<file path="src/rtl/imul_shared_arbiter_pkg.sv">
// Shared types and message widths for the multiplier-sharing arbiter.
package imul_arb_pkg;

   localparam int IMUL_REQ_NBITS  = 64;
   localparam int IMUL_RESP_NBITS = 32;

   typedef enum logic [1:0] {
      IMUL_ARB_IDLE = 2'd0,
      IMUL_ARB_HOLD = 2'd1,
      IMUL_ARB_BUSY = 2'd2
   } imul_arb_state_t;

endpackage

</file>
<file path="src/rtl/imul_shared_arbiter_if.sv">
// Bundles the core-side and multiplier-side val/rdy channels of the arbiter.
interface imul_shared_arbiter_if #(
   parameter int nreqs = 4
);
   import imul_arb_pkg::*;

   logic [nreqs-1:0]                 req_val;
   logic [nreqs-1:0]                 req_rdy;
   logic [nreqs*IMUL_REQ_NBITS-1:0]  req_msg;
   logic [nreqs-1:0]                 resp_val;
   logic [nreqs-1:0]                 resp_rdy;
   logic [nreqs*IMUL_RESP_NBITS-1:0] resp_msg;

   logic                             mul_req_val;
   logic                             mul_req_rdy;
   logic [IMUL_REQ_NBITS-1:0]        mul_req_msg;
   logic                             mul_resp_val;
   logic                             mul_resp_rdy;
   logic [IMUL_RESP_NBITS-1:0]       mul_resp_msg;

   // Arbiter view
   modport master (
      input  req_val, req_msg, resp_rdy, mul_req_rdy, mul_resp_val, mul_resp_msg,
      output req_rdy, resp_val, resp_msg, mul_req_val, mul_req_msg, mul_resp_rdy
   );

   // Environment view: requesters plus the multiplier
   modport slave (
      output req_val, req_msg, resp_rdy, mul_req_rdy, mul_resp_val, mul_resp_msg,
      input  req_rdy, resp_val, resp_msg, mul_req_val, mul_req_msg, mul_resp_rdy
   );

endinterface

</file>
<file path="src/rtl/imul_shared_arbiter_picker.sv">
// Combinational round-robin picker: first valid index searching circularly from ptr.
module imul_rr_picker #(
   parameter  int nreqs     = 4,
   localparam int idx_nbits = $clog2(nreqs)
) (
   input  logic [nreqs-1:0]     val,
   input  logic [idx_nbits-1:0] ptr,
   output logic [idx_nbits-1:0] pick,
   output logic                 any
);

   logic [idx_nbits-1:0] cand [nreqs];
   logic [nreqs-1:0]     cand_val;

   // Candidate gi is ptr+gi with an explicit wrap, so non-power-of-2 counts never alias.
   for (genvar gi = 0; gi < nreqs; gi++) begin : g_cand
      logic [idx_nbits:0] sum;
      assign sum           = {1'b0, ptr} + (idx_nbits+1)'(gi);
      assign cand[gi]      = (sum >= (idx_nbits+1)'(nreqs))
                             ? idx_nbits'(sum - (idx_nbits+1)'(nreqs))
                             : sum[idx_nbits-1:0];
      assign cand_val[gi]  = val[cand[gi]];
   end

   always_comb begin
      logic found;
      found = 1'b0;
      pick  = '0;
      for (int i = 0; i < nreqs; i++) begin
         if (!found && cand_val[i]) begin
            pick  = cand[i];
            found = 1'b1;
         end
      end
   end

   assign any = |val;

endmodule

</file>
<file path="src/rtl/imul_shared_arbiter.sv">
// Round-robin sharing of one iterative multiplier among nreqs requesters,
// one transaction in flight, response steered back to the granted lane.
module imul_shared_arbiter
   import imul_arb_pkg::*;
#(
   parameter  int nreqs     = 4,
   localparam int idx_nbits = $clog2(nreqs)
) (
   input logic                   clk,
   input logic                   reset,
   imul_shared_arbiter_if.master bus
);

   imul_arb_state_t      state_reg, state_next;
   logic [idx_nbits-1:0] ptr_reg, ptr_next;
   logic [idx_nbits-1:0] owner_reg, owner_next;
   logic [idx_nbits-1:0] pick, sel;
   logic                 any_val;

   logic [nreqs-1:0]          req_rdy_c, resp_val_c;
   logic                      mul_req_val_c, mul_resp_rdy_c;
   logic [IMUL_REQ_NBITS-1:0] req_msg_lane [nreqs];

   for (genvar gi = 0; gi < nreqs; gi++) begin : g_lane
      assign req_msg_lane[gi] = bus.req_msg[gi*IMUL_REQ_NBITS +: IMUL_REQ_NBITS];
   end

   imul_rr_picker #(.nreqs(nreqs)) u_picker (
      .val  (bus.req_val),
      .ptr  (ptr_reg),
      .pick (pick),
      .any  (any_val)
   );

   // Only IDLE follows the live pick; HOLD and BUSY are locked to owner.
   assign sel = (state_reg == IMUL_ARB_IDLE) ? pick : owner_reg;

   always_comb begin
      state_next     = state_reg;
      ptr_next       = ptr_reg;
      owner_next     = owner_reg;
      req_rdy_c      = '0;
      resp_val_c     = '0;
      mul_req_val_c  = 1'b0;
      mul_resp_rdy_c = 1'b0;
      case (state_reg)
         IMUL_ARB_IDLE: begin
            mul_req_val_c = any_val;
            if (any_val) begin
               req_rdy_c[pick] = bus.mul_req_rdy;
               owner_next      = pick;
               state_next      = bus.mul_req_rdy ? IMUL_ARB_BUSY : IMUL_ARB_HOLD;
            end
         end
         IMUL_ARB_HOLD: begin
            mul_req_val_c        = bus.req_val[owner_reg];
            req_rdy_c[owner_reg] = bus.mul_req_rdy;
            if (bus.req_val[owner_reg] && bus.mul_req_rdy) begin
               state_next = IMUL_ARB_BUSY;
            end
         end
         IMUL_ARB_BUSY: begin
            resp_val_c[owner_reg] = bus.mul_resp_val;
            mul_resp_rdy_c        = bus.resp_rdy[owner_reg];
            if (bus.mul_resp_val && bus.resp_rdy[owner_reg]) begin
               // Just-served requester drops to lowest priority.
               ptr_next   = (owner_reg == idx_nbits'(nreqs - 1)) ? '0 : owner_reg + 1'b1;
               state_next = IMUL_ARB_IDLE;
            end
         end
         default: state_next = IMUL_ARB_IDLE;
      endcase
   end

   always_ff @(posedge clk) begin
      if (reset) begin
         state_reg <= IMUL_ARB_IDLE;
         ptr_reg   <= '0;
         owner_reg <= '0;
      end else begin
         state_reg <= state_next;
         ptr_reg   <= ptr_next;
         owner_reg <= owner_next;
      end
   end

   // All outputs are held low for the whole reset pulse.
   assign bus.req_rdy      = reset ? '0   : req_rdy_c;
   assign bus.resp_val     = reset ? '0   : resp_val_c;
   assign bus.mul_req_val  = reset ? 1'b0 : mul_req_val_c;
   assign bus.mul_resp_rdy = reset ? 1'b0 : mul_resp_rdy_c;
   assign bus.mul_req_msg  = reset ? '0   : req_msg_lane[sel];
   assign bus.resp_msg     = reset ? '0   : {nreqs{bus.mul_resp_msg}};

endmodule

</file>
<file path="src/flat_wrapper.sv">
// flat-port wrapper written by rule: the top's interface ports become plain ports
module imul_shared_arbiter_flat import imul_arb_pkg::*;
#(
   parameter  int nreqs     = 4,
   localparam int idx_nbits = $clog2(nreqs)
)
  (clk, reset, bus_req_val, bus_req_msg, bus_resp_rdy, bus_mul_req_rdy, bus_mul_resp_val, bus_mul_resp_msg, bus_req_rdy, bus_resp_val, bus_resp_msg, bus_mul_req_val, bus_mul_req_msg, bus_mul_resp_rdy);
  imul_shared_arbiter_if #(.nreqs(nreqs)) bus_i ();
  input logic clk;
  input logic reset;
  input wire logic [$bits(bus_i.req_val)-1:0] bus_req_val;
  input wire logic [$bits(bus_i.req_msg)-1:0] bus_req_msg;
  input wire logic [$bits(bus_i.resp_rdy)-1:0] bus_resp_rdy;
  input wire logic [$bits(bus_i.mul_req_rdy)-1:0] bus_mul_req_rdy;
  input wire logic [$bits(bus_i.mul_resp_val)-1:0] bus_mul_resp_val;
  input wire logic [$bits(bus_i.mul_resp_msg)-1:0] bus_mul_resp_msg;
  output wire logic [$bits(bus_i.req_rdy)-1:0] bus_req_rdy;
  output wire logic [$bits(bus_i.resp_val)-1:0] bus_resp_val;
  output wire logic [$bits(bus_i.resp_msg)-1:0] bus_resp_msg;
  output wire logic [$bits(bus_i.mul_req_val)-1:0] bus_mul_req_val;
  output wire logic [$bits(bus_i.mul_req_msg)-1:0] bus_mul_req_msg;
  output wire logic [$bits(bus_i.mul_resp_rdy)-1:0] bus_mul_resp_rdy;
  assign bus_i.req_val = bus_req_val;
  assign bus_i.req_msg = bus_req_msg;
  assign bus_i.resp_rdy = bus_resp_rdy;
  assign bus_i.mul_req_rdy = bus_mul_req_rdy;
  assign bus_i.mul_resp_val = bus_mul_resp_val;
  assign bus_i.mul_resp_msg = bus_mul_resp_msg;
  assign bus_req_rdy = bus_i.req_rdy;
  assign bus_resp_val = bus_i.resp_val;
  assign bus_resp_msg = bus_i.resp_msg;
  assign bus_mul_req_val = bus_i.mul_req_val;
  assign bus_mul_req_msg = bus_i.mul_req_msg;
  assign bus_mul_resp_rdy = bus_i.mul_resp_rdy;
  imul_shared_arbiter #(.nreqs(nreqs)) u_core (.clk(clk), .reset(reset), .bus(bus_i));
endmodule
</file>
<file path="config.mk">
export PLATFORM = sky130hd
export DESIGN_NAME = imul_shared_arbiter_flat
export DESIGN_NICKNAME = d
export VERILOG_FILES = /design/src/rtl/imul_shared_arbiter_pkg.sv /design/src/rtl/imul_shared_arbiter_if.sv /design/src/rtl/imul_shared_arbiter_picker.sv /design/src/rtl/imul_shared_arbiter.sv /design/src/flat_wrapper.sv
export SDC_FILE = /design/constraint.sdc
export NUM_CORES = 1
export LEC_CHECK = 0
export ABC_CLOCK_PERIOD_IN_PS = 6300
export CORE_AREA = 2 2 193 195
export CTS_BUF_LIST = sky130_fd_sc_hd__clkbuf_4 sky130_fd_sc_hd__clkbuf_8
export DETAILED_ROUTE_END_ITERATION = 6
export DIE_AREA = 0 0 195 197
export PLACE_DENSITY = 0.44
export SYNTH_ARGS = -nofsm -noshare
export SYNTH_HDL_FRONTEND = slang
export SYNTH_HIERARCHICAL = 1
export SYNTH_SLANG_ARGS = --single-unit
</file>
<file path="constraint.sdc">
create_clock -name clk -period 6.3 [get_ports clk]
set_input_delay 1.26 -clock clk [delete_from_list [all_inputs] [get_ports clk]]
set_output_delay 1.26 -clock clk [all_outputs]
set_load 0.01 [all_outputs]
</file>
# [Word level (Yosys, flattened, before mapping)]
# Index checks and enable logic that the tools add are counted.
[word_totals] ram_bits=0 mem_count=0 regBits=6 in_bits=300 latch_bits=0 out_inout_bits=202 romBits=0 word_cells=97
[classes] shift=0 n_div=0 bitwise_logic=4 n_eq_ne=6 magnitude_cmp=13 n_addsub=8 n_reduce_logical=15 mul=0 mux=48
[op_table] op="$mux W64" n=3
[op_table] op="$bmux W64 S2" n=1
[op_table] op="$mux W128" n=1
[op_table] op="$mux W2" n=14
[op_table] op="$lt A2 B3 Y1 const B" n=6
[op_table] op="$mux W4" n=4
[op_table] op="$mux W1" n=14
[op_table] op="$and A4 B4 Y4" n=3
[op_table] op="$bmux W1 S2" n=6
[op_table] op="$ge A3 B3 Y1 const B" n=4
[op_table] op="$pmux W4 S2" n=1
[op_table] op="$sub A2 B1 Y2 const B" n=4
[op_table] op="$logic_and A1 B1 Y1" n=7
[op_table] op="$add A2 B2 Y3 const B" n=2
[op_table] op="$ne A2 B1 Y1 const B" n=3
[op_table] op="$pmux W2 S3" n=1
[op_table] op="$demux W1 S2" n=2
[op_table] op="$eq A2 B2 Y1 const B" n=2
[op_table] op="$ge A2 B1 Y1 const B" n=2
[op_table] op="$reduce_and A2 Y1" n=2
[op_table] op="$reduce_or A4 Y1" n=1
[op_table] op="$add A2 B1 Y3 const B" n=1
[op_table] op="$ge A2 B3 Y1 const B" n=1
[op_table] op="$logic_not A1 Y1" n=3
[op_table] op="6 further kinds" n=6

# [Logic depth before layout (Yosys ltp)]
[logic_depth] depth_word=22 mapped_depth=8 depth_no_buf=6

# [Cells and area by module]
# Netlist, hierarchy kept.
[modules_own_cells] module="imul_shared_arbiter" instances=1 seq_area_each_um2=120.1 area_each_um2=3347.0 cells_per_inst=412
[modules_own_cells] module="imul_rr_picker" instances=1 seq_area_each_um2=0.0 area_each_um2=77.6 cells_per_inst=15

# [Worst setup path before layout]
# Ideal clock, no wire load.
[synth_path] kind="input -> output" start="input bus_req_val[1]" end="output bus_mul_req_msg[10]" setup_slack_ps=2201 arrival_time_ps=2839 n_path_buf=2 stages=8 path_cell_list="inv_1 a221o_1 a21oi_1 mux2i_1 or2_1 buf_2 clkbuf_1 o22ai_1"
[synth_between] elab_chain_len=18 word_cells_on_any_way=27
[synth_rtl] item="start: declaration" line_no="flat_wrapper.sv:11" text="input wire logic [$bits(bus_i.req_val)-1:0] bus_req_val;"
[synth_rtl] item="$bmux W1 S2" line_no="imul_shared_arbiter_picker.sv:22" text="assign cand_val[gi] = val[cand[gi]];"
[synth_rtl] item="$mux W1 (not written as such)" line_no="imul_shared_arbiter_picker.sv:22"
[synth_rtl] item="$mux W1" line_no="imul_shared_arbiter_picker.sv:30" text="if (!found && cand_val[i]) begin"
[synth_rtl] item="$logic_not A1 Y1" line_no="imul_shared_arbiter_picker.sv:30"
[synth_rtl] item="$logic_and A1 B1 Y1" line_no="imul_shared_arbiter_picker.sv:30"
[synth_rtl] item="$mux W1" line_no="imul_shared_arbiter_picker.sv:30"
[synth_rtl] item="$logic_not A1 Y1" line_no="imul_shared_arbiter_picker.sv:30"
[synth_rtl] item="$logic_and A1 B1 Y1" line_no="imul_shared_arbiter_picker.sv:30"
[synth_rtl] item="[... 2 more ...]"
[synth_rtl] item="$logic_and A1 B1 Y1" line_no="imul_shared_arbiter_picker.sv:30"
[synth_rtl] item="$mux W2 *" line_no="imul_shared_arbiter_picker.sv:30"
[synth_rtl] item="named net u_core.pick[0]" line_no="imul_shared_arbiter.sv:17" text="logic [idx_nbits-1:0] pick, sel;"
[synth_rtl] item="$mux W2 *" line_no="imul_shared_arbiter.sv:36" text="assign sel = (state_reg == IMUL_ARB_IDLE) ? pick : owner_reg;"
[synth_rtl] item="$not A2 Y3 (not written as such) *" line_no="imul_shared_arbiter.sv:92" text="assign bus.mul_req_msg = reset ? '0 : req_msg_lane[sel];"
[synth_rtl] item="$bmux W64 S2 *" line_no="imul_shared_arbiter.sv:92"
[synth_rtl] item="$mux W64 (not written as such) * (2 in series)" line_no="imul_shared_arbiter.sv:92"
[synth_rtl] item="$mux W64 *" line_no="imul_shared_arbiter.sv:92"
[synth_rtl] item="end: declaration" line_no="flat_wrapper.sv:21" text="output wire logic [$bits(bus_i.mul_req_msg)-1:0] bus_mul_req_msg;"
# Mark *: on every way through the listed nets, which the timed path passes. The rest lies on a longest branch. The select of a mux whose other input is x is not followed.

# [Final worst setup path]
[layout_path] start="input bus_req_val[1]" end="output bus_mul_req_msg[45]"
# The elaborated chain is that of the path after synthesis.

==> flow_summary.toml <==
[status]
outcome = "complete, no violations"

[pwr]
powerDensity_mw_per_mm2 = 102
irDropWorstVdd_mv = 0.0379
power.leakage_uw = 0.00356

[finish]
num-fill-cells = 4019
antenna_cells = 0
area_growth_pct = 141
fin_nets = 1121
drive_above_1_share = 0.0294

[timing]
period_minus_slack_ns = 5.74
skew_ns = 0.00165
setup_tns_ns = 0
finalHoldViolCount = 0
timing.hold.ws_ns = 0.509
final_max_slew_viol_count = 0
timing.slew.headroom = 0.435
fmax_ghz = 0.174
rsz0062_at_grt = "no"
period_share = 0.911
worst_pin_slew_ns = 0.847
setup_viol = 0

[clock_network]
cts_resized = 0
clkLatencyLatePin_ns = 0.23
cts_root_buf = "clkbuf_8"
postCtsSetupBuffers = 0
cts_made_buffers = 3
clockBufferDepth = 2
hold_buffers = 0
clock-sinks = 6
htreeDepth = 1
cts_tree = "yes"
clkSlewWorstSetupHoldPaths_ns = 0.04

[critical_path]
startpoint_type = "primary input"
cp_num_cells = 9
arrival_ns = 4.48
critPathMaxStageDelay_ns = 0.62
cp.required_ns = 5.04
worst-r2r-cell-count = 4
critPathSlowestCell = "clkdlybuf4s50_1"
crit_family = "buffers and inverters"
timing.rr.end = "u_core/ptr_reg[1]"
critical_path_peak_fanout = 64
crit_chain = "clkdlybuf4s50_1 -> inv_1 -> a221o_1 -> a21oi_1 -> mux2i_1 -> or2_2 -> buf_4 -> o22ai_1 -> clkdlybuf4s50_1"
r2r_slack_ns = 4.60
crit_top_cell = "clkdlybuf4s50_1"
reg2reg_from = "u_core/owner_reg[0]"
critical_path_class = "primary input to output port"
crit_start = "bus_req_val[1]"
setup.worst_path.end_class = "output port"
critPathBufInv = 4

[yosys]
synth_edf_count = 0
synthFlopType = "dfxtp_1"
ys_top_cells_by_count = "mux2i_1, buf_4, o22ai_1"
synth_top_area_frac = 0.386
synth.largest_area_cell = "mux2i_1"
synthArstFlopShare = 0
synth.area.top_cells = "mux2i_1, buf_4, o22ai_1"
syn_inst = 427
synth_fp_nets = 731
synth_cell_types = 35
ys_seq_area_frac = 0.0351
yosys.cell_count.top_type = "mux2i_1"
ys_warn_count = 6
synth_area_per_cell_um2 = 8.02
synthesis.area_mm2 = 0.00342
synth-seq-cells = 6

[global_routing]
use_met3 = 0.0253
grt-busiest-layer = "met2"
antenna_found_initial = 3
gr-total-overflow = 0
grt_pass1_vias = 5089
grt_usage = 0.0993
grt_pass1_wl_mm = 29.7
use_met1 = 0.0994
grt_use_met2 = 0.208
grt_max_degree = 65

[die]
core_mm2 = 0.0363
start_util = 0.0944
die-area_mm2 = 0.0384
die_w_um = 195
chipHeight_um = 197
io_pins = 502
rows = 70

[worst_hold_path]
hp-start = "u_core/ptr_reg[0]"
hold_end = "u_core/ptr_reg[0]"
hold_depth = 2
min_path_type = "register to register"

[route]
vias_per_cell = 3.65
routedWlPerCell_um = 16.6
drc = 0
drtIter0Drc = 98
dr.pass1.iters = 4
finalWirelength_mm = 21.3
ant_nets = 0
dr_total_vias = 4686

[place]
portBuffers = 501
place_hpwl_mm = 17.9
place_congestion = 0.724

[flow_run]
max_cap_viol_count = 0
kinds of logic after synthesis:
family | Yosys count | synth area share
adders and majority gates | 4 | 0.0146
AOI/OAI and AO/OA | 82 | 0.150
buffers and inverters | 135 | 0.288
DFF | 6 | 0.0351
muxes | 134 | 0.400
and+or+nand+nor | 66 | 0.113
worst reg2reg max path, cell delays in order (launching register included):
cell and delay, ns:
dfxtp_1 0.56, mux4_2 0.61, nand4b_2 0.16, mux2i_1 0.19, nor2_1 0.05
routing by layer:
metal  share of wire  vias up
met5          0.0013        -
met4          0.0077        4
met3           0.087       19
met2            0.55      303
met1            0.36     2122
li1                -     2238
worst max-delay path by stage:
| stage | end |
|---|---|
| 2_1_floorplan | bus_mul_req_msg[10] |
| 3_3_place_gp | bus_mul_req_msg[45] |
| 3_5_place_dp | bus_mul_req_msg[45] |
| 5_1_grt | bus_mul_req_msg[45] |
| 6_report | bus_mul_req_msg[45] |
| 4_1_cts | bus_mul_req_msg[45] |
layout by cell type, fill, tap and decap left out, drive strengths merged:
| master | Yosys | layout |
|---|---|---|
| or3 | 1 | 1 |
| o21bai | 1 | 1 |
| nand2 | 8 | 8 |
| nand4b | 1 | 1 |
| clkbuf | 17 | 3 |
| nand3 | 1 | 1 |
| nor2 | 9 | 9 |
| o221ai | 1 | 1 |
| inv | 7 | 7 |
| dfxtp | 6 | 6 |
| nand2b | 3 | 3 |
| a32oi | 1 | 1 |
| a221o | 1 | 1 |
| ha | 4 | 4 |
| mux4 | 2 | 2 |
| mux2i | 132 | 132 |
| and2 | 1 | 1 |
| nor2b | 33 | 33 |
| a2bb2oi | 2 | 2 |
| o22ai | 64 | 64 |
| a21oi | 10 | 10 |
| or2 | 1 | 1 |
| or3b | 1 | 1 |
| and3 | 4 | 4 |
| clkdlybuf4s50 | 0 | 501 |
| nor3b | 2 | 2 |
| buf | 111 | 12 |
| o21ai | 2 | 2 |
| nor3 | 1 | 1 |
layout make-up:
class / instances / area [um2] / area share
Sequential cell: 6 / 120 / 0.0146
Clock buffer: 3 / 41.3 / 0.00501
Inverter: 7 / 26.3 / 0.00319
Tap cell: 468 / 586 / 0.0710
Timing Repair Buffer: 513 / 5140 / 0.623
Multi-Input combinational cell: 286 / 2330 / 0.283
stage by stage:
stage	cell area [um2]	setup WS, ns	utilization	total power [uW]	std cells
final	8250	0.560	0.228	842	1283
after floorplan	3420	2.20	-	385	427
after CTS	8250	0.521	0.228	854	1283
after detailed placement	8210	0.498	0.226	790	1280
after global routing	8250	0.375	0.228	895	1283
after global placement	8210	0.520	0.226	792	1280
power breakdown:
part | internal, uW | total [uW] | leakage [uW] | switching [uW]
logic | 447 | 733 | 0.00348 | 287
registers | 41.1 | 47.9 | 0.0000491 | 6.72
clock network | 41.3 | 61.1 | 0.0000216 | 19.8
total | 529 | 842 | 0.00356 | 313
Power figures use the tool's default switching activity.
